--- src/rtl/ride_input_conditioner.sv ---
// Conditions the raw reed-switch and mode-button pins: synchronise, debounce,
// then derive revolution pulses/period/standstill and short/long press events.
module ride_input_conditioner #(
  parameter int SYNC_STAGES   = 2,
  parameter int REED_DEBOUNCE = 4,
  parameter int REED_LOCKOUT  = 100,
  parameter int MODE_DEBOUNCE = 20,
  parameter int LONG_PRESS    = 2000,
  parameter int STALL_CYCLES  = 8000,
  parameter int CNT_WIDTH     = 16
) (
  input  logic                 clock,
  input  logic                 reset,
  input  logic                 reed,
  input  logic                 mode,
  output logic                 reed_pulse,
  output logic [CNT_WIDTH-1:0] reed_period,
  output logic                 period_valid,
  output logic                 stalled,
  output logic                 mode_short,
  output logic                 mode_long,
  output logic [1:0]           mode_state
);

  localparam int RDB_W  = $clog2(REED_DEBOUNCE + 1);
  localparam int MDB_W  = $clog2(MODE_DEBOUNCE + 1);
  localparam int LOCK_W = $clog2(REED_LOCKOUT + 1);
  localparam int HOLD_W = $clog2(LONG_PRESS + 1);

  localparam logic [RDB_W-1:0]     REED_DB_LAST = RDB_W'(REED_DEBOUNCE - 1);
  localparam logic [MDB_W-1:0]     MODE_DB_LAST = MDB_W'(MODE_DEBOUNCE - 1);
  localparam logic [LOCK_W-1:0]    LOCK_LOAD    = LOCK_W'(REED_LOCKOUT - 1);
  localparam logic [HOLD_W-1:0]    HOLD_LAST    = HOLD_W'(LONG_PRESS - 2);
  localparam logic [CNT_WIDTH-1:0] STALL_MAX    = CNT_WIDTH'(STALL_CYCLES);

  localparam logic [1:0] M_IDLE  = 2'd0;
  localparam logic [1:0] M_PRESS = 2'd1;
  localparam logic [1:0] M_LONG  = 2'd2;

  logic [SYNC_STAGES-1:0] reed_sync;
  logic [SYNC_STAGES-1:0] mode_sync;
  logic                   reed_s;
  logic                   mode_s;

  logic [RDB_W-1:0]       reed_db;
  logic                   reed_filt;
  logic                   reed_filt_d;
  logic [MDB_W-1:0]       mode_db;
  logic                   mode_filt;

  logic [LOCK_W-1:0]      lock_cnt;
  logic [CNT_WIDTH-1:0]   per_cnt;
  logic [CNT_WIDTH-1:0]   per_cnt_next;
  logic                   accept;

  logic [1:0]             m_state;
  logic [HOLD_W-1:0]      hold_cnt;

  assign reed_s     = reed_sync[SYNC_STAGES-1];
  assign mode_s     = mode_sync[SYNC_STAGES-1];
  assign mode_state = m_state;

  always_ff @(posedge clock or posedge reset) begin
    if (reset) begin
      reed_sync <= '0;
      mode_sync <= '0;
    end else begin
      reed_sync <= {reed_sync[SYNC_STAGES-2:0], reed};
      mode_sync <= {mode_sync[SYNC_STAGES-2:0], mode};
    end
  end

  // The filtered level only moves after N consecutive samples disagree with it.
  always_ff @(posedge clock or posedge reset) begin
    if (reset) begin
      reed_db     <= '0;
      reed_filt   <= 1'b0;
      reed_filt_d <= 1'b0;
      mode_db     <= '0;
      mode_filt   <= 1'b0;
    end else begin
      reed_filt_d <= reed_filt;
      if (reed_s == reed_filt) begin
        reed_db <= '0;
      end else if (reed_db == REED_DB_LAST) begin
        reed_filt <= reed_s;
        reed_db   <= '0;
      end else begin
        reed_db <= reed_db + 1'b1;
      end
      if (mode_s == mode_filt) begin
        mode_db <= '0;
      end else if (mode_db == MODE_DB_LAST) begin
        mode_filt <= mode_s;
        mode_db   <= '0;
      end else begin
        mode_db <= mode_db + 1'b1;
      end
    end
  end

  assign accept = reed_filt && !reed_filt_d && (lock_cnt == '0);

  always_comb begin
    per_cnt_next = per_cnt;
    if (accept) begin
      per_cnt_next = CNT_WIDTH'(1);
    end else if (per_cnt != STALL_MAX) begin
      per_cnt_next = per_cnt + 1'b1;
    end
  end

  // per_cnt restarts at 1 on the pulse edge so the captured value is the exact spacing.
  always_ff @(posedge clock or posedge reset) begin
    if (reset) begin
      lock_cnt     <= '0;
      per_cnt      <= STALL_MAX;
      reed_pulse   <= 1'b0;
      period_valid <= 1'b0;
      reed_period  <= '0;
      stalled      <= 1'b1;
    end else begin
      reed_pulse   <= accept;
      period_valid <= accept && (per_cnt < STALL_MAX);
      if (accept && (per_cnt < STALL_MAX)) begin
        reed_period <= per_cnt;
      end
      if (accept) begin
        lock_cnt <= LOCK_LOAD;
      end else if (lock_cnt != '0) begin
        lock_cnt <= lock_cnt - 1'b1;
      end
      per_cnt <= per_cnt_next;
      stalled <= (per_cnt_next == STALL_MAX);
    end
  end

  // Release is tested before the long threshold, so a tie reports a short press.
  always_ff @(posedge clock or posedge reset) begin
    if (reset) begin
      m_state    <= M_IDLE;
      hold_cnt   <= '0;
      mode_short <= 1'b0;
      mode_long  <= 1'b0;
    end else begin
      mode_short <= 1'b0;
      mode_long  <= 1'b0;
      case (m_state)
        M_IDLE: begin
          if (mode_filt) begin
            m_state  <= M_PRESS;
            hold_cnt <= '0;
          end
        end
        M_PRESS: begin
          if (!mode_filt) begin
            mode_short <= 1'b1;
            m_state    <= M_IDLE;
          end else begin
            hold_cnt <= hold_cnt + 1'b1;
            if (hold_cnt == HOLD_LAST) begin
              mode_long <= 1'b1;
              m_state   <= M_LONG;
            end
          end
        end
        M_LONG: begin
          if (!mode_filt) begin
            m_state <= M_IDLE;
          end
        end
        default: m_state <= M_IDLE;
      endcase
    end
  end

endmodule

--- config.mk ---
export PLATFORM = sky130hd
export DESIGN_NAME = ride_input_conditioner
export DESIGN_NICKNAME = d
export VERILOG_FILES = /design/src/rtl/ride_input_conditioner.sv
export SDC_FILE = /design/constraint.sdc
export NUM_CORES = 1
export LEC_CHECK = 0
export ABC_CLOCK_PERIOD_IN_PS = 2100
export BUFFER_PORTS_ARGS = -buffer_cell sky130_fd_sc_hd__clkbuf_2
export CAP_MARGIN = 0
export CELL_PAD_IN_SITES_DETAIL_PLACEMENT = 0
export CELL_PAD_IN_SITES_GLOBAL_PLACEMENT = 1
export CORE_MARGIN = 4
export CORE_UTILIZATION = 43
export DETAILED_ROUTE_END_ITERATION = 6
export HOLD_SLACK_MARGIN = 0.12
export PLACE_DENSITY = 0.74
export SYNTH_ARGS = -nofsm -noshare
export SYNTH_HDL_FRONTEND = slang
export SYNTH_SLANG_ARGS = --single-unit
export TNS_END_PERCENT = 10
--- constraint.sdc ---
create_clock -name clock -period 2.1 [get_ports clock]
set_input_delay 0.105 -clock clock [delete_from_list [all_inputs] [get_ports clock]]
set_output_delay 0.105 -clock clock [all_outputs]
set_load 0.02 [all_outputs]
==> summary.md <==
| Metric | Value |
|---|---|
| Run status | `finished clean` |
| Most frequent cells in the layout | `dfrtp_1, clkbuf_2, nor2_1, nand2_1, buf_4` |
| Leakage Power | `1.80 nW` |
| Vias/cell | `5.14` |
| Count of final setup violators | `0` |
| Power Dens Cells | `1010 nW/um^2` |
| CTS sink cnt | `72` |
| Maximum vdd drop | `406 uV` |
| Yosys warns | `0` |
| Final layout net count | `362` |
| Syn Inst Count | `301` |
| Fin crit share | `97.1%` |
| Die outline height | `96.0 um` |
| GRT Util Overall | `15.2%` |
| Grt ovf | `0` |
| Clk root buf | `clkbuf_8` |
| Post-Synthesis Cell Area | `3330 um^2` |
| Setup Skew | `0.0101 ns` |
| Placed Instance Area | `3660 um^2` |
| Num CTS Buffers | `9` |
| CP Capture Type | `register` |
| Bufs on Longest Clock Path | `2` |
| Design area | `3950 um^2` |
| Final ANT Viol Nets | `0` |
| Layout cells sized above 1 | `27.3%` |
| Core ar. | `7370 um^2` |
| Initial antenna violation count | `0` |
| Htree depth | `3` |
| Final Hold Slack | `0.340 ns` |
| Sequential area share after synthesis | `54.4%` |
| Crit path time final | `2.04 ns` |
| # IOs | `27` |
| Post-layout util | `53.6%` |
| Aggregate routed wire length | `6200 um` |
| #FFs+latches synth | `72` |
| Largest net degree at the start of global routing | `46` |
| DR WL/cell | `13.6 um` |
| Startpoint Class | `register` |
| Initial drt markers | `75` |
| Clock-pin slew on the worst setup and hold paths | `0.08 ns` |
| Synth unique cells | `52` |
| N_diodes | `0` |
| First-pass DRT Iterations | `4` |
| Placer Congestion | `0.811` |
| Rel. slew slack | `61.9%` |
| Post-route setup slack | `0.0607 ns` |
| Post-synth net total | `313` |
| Least-Margin Pin Slew | `0.572 ns` |
| Die area | `9210 um^2` |
| FFs w/ async S/R, synth | `100%` |
| Synth-to-Final Area Change | `18.6%` |
| DP Worst Slack | `0.0108 ns` |
| Die width | `96.0 um` |
| Std-Cell Rows | `31` |
| # DRC | `0` |
| DP Wirelength | `4310 um` |
| Synth Flop Type | `dfrtp_1` |
| Port bufs | `26` |
| CTS tree | `built` |
| First-pass GRT wire length | `10800 um` |
| Vias in the first global route | `2334` |
| Maxcap violations | `0` |
| Critical path arrival | `2.31 ns` |
| Starting Density | `45.2%` |
| Critical Path Fanout Max | `5` |
| Critical path class | `register to register` |
| Fmax | `0.490 GHz` |
| Synth Area per Inst | `11.1 um^2` |
| Critical Path RT | `2.37 ns` |
| Post-synth EDFFs | `0` |
| Most common cell after layout, fill and taps aside | `dfrtp_1` |
| Vias | `2335` |
| Overall Power | `3.97 mW` |
| Final hold violation count | `0` |
| Worst-Skew Late Latency | `0.35 ns` |
| Hold Crit Class | `input port to async pin` |
| Slew Limit Fails | `0` |
==> stage by stage <==
step / cells / setup TNS [ns]
5_1_grt: 454 / -0.0440
3_3_place_gp: 433 / 0
2_1_floorplan: 301 / 0
6_report: 454 / 0
4_1_cts: 452 / 0
3_5_place_dp: 433 / 0
==> flip-flops by register name, indices dropped and copies added (netlist names), 2 cells and up <==
| register | flops |
|---|---|
| mode_sync | 2 |
| reed_sync | 2 |
| reed_period | 16 |
| mode_db | 5 |
| hold_cnt | 11 |
| per_cnt | 16 |
| mode_state | 2 |
| reed_db | 3 |
| lock_cnt | 7 |
==> layer usage <==
layer	global-route usage [%]	wire length (um)	vias up
met4	8.53	153	0
li1	-	-	1148
met3	3.28	204	13
met2	23.7	2940	33
met1	19.5	2900	1141
met5	0	0	-
==> power breakdown <==
group | switching [mW] | internal [mW] | leakage [nW]
logic | 0.518 | 0.422 | 0.764
clock network | 0.547 | 0.622 | 0.103
registers | 0.245 | 1.62 | 0.929
==> layout make-up <==
cell class                      instances  area (um^2)
Inverter                               11         41.3
Clock inverter                          5         62.6
Tap cell                               99          124
Clock buffer                           11          151
Multi-Input combinational cell        208         1460
Sequential cell                        72         1810
Fill cell                             657         3420
Timing Repair Buffer                   48          303
==> kinds of logic (layout without fill, tap and decap cells) <==
kind of cell	after synthesis	in the layout	share of synthesized area [%]
buffers and inverters	21	75	2.71
DFF	72	72	54.4
adders and majority gates	8	8	3.01
AOI/OAI and AO/OA	42	42	8.16
muxes	19	19	6.32
and+or+nand+nor	120	120	20.4
xor gates and xnor gates	19	19	5.00
==> cells in the mapped netlist, types with 3 or more instances <==
cell type / n / share of area, %
nand3_1: 9 / 1.4
nor3_1: 10 / 1.5
a21o_1: 4 / 0.90
a21oi_1: 8 / 1.2
nor2b_1: 9 / 1.7
nand2b_1: 6 / 1.1
clkbuf_1: 4 / 0.45
a31oi_1: 3 / 0.56
nand4_1: 6 / 1.1
nor3b_1: 3 / 0.68
dfrtp_1: 65 / 49
dfstp_2: 7 / 5.5
xor2_1: 5 / 1.3
ha_1: 8 / 3.0
and2_1: 4 / 0.75
xnor2_1: 14 / 3.7
o21ai_0: 12 / 1.8
o31ai_1: 3 / 0.68
nand2_1: 22 / 2.5
inv_1: 10 / 1.1
mux2_2: 16 / 5.4
or3_1: 4 / 0.75
mux2i_1: 3 / 0.90
nor2_1: 25 / 2.8
or4_1: 3 / 0.68
==> path summary, 6_finish.rpt <==
| check | startpoint | endpoint | slack, ns | cells past startpoint |
|---|---|---|---|---|
| worst max register to register | per_cnt[10] | stalled | 0.06 | 5 |
| worst min-delay path | reset | lock_cnt[6] | 0.34 | 4 |
| max in group asynchronous | reset | per_cnt[6] | 1.27 | 4 |
| worst min register to register | reed_sync[0] | reed_sync[1] | 0.35 | 0 |
| min in group clock | reed_sync[0] | reed_sync[1] | 0.35 | 0 |
| worst max-delay path | per_cnt[10] | stalled | 0.06 | 5 |
==> timing repair <==
| action | 4_1_cts | 5_1_grt |
|---|---|---|
| resized for setup | 1 | 4 |
| setup buffers | 0 | 2 |
| setup endpoints to repair | 1 | 2 |
| hold endpoints to repair | 72 | 0 |
| pin swaps | 0 | 2 |
| hold buffers | 3 | 0 |
==> worst max-delay path: stages (launching register included) <==
cell,delay [ns]
dfstp_2,0.58
nand3_1,0.12
or2_1,0.27
or4_4,0.53
mux2i_1,0.17
nor4_4,0.28
(Power assumes the default switching activity.)
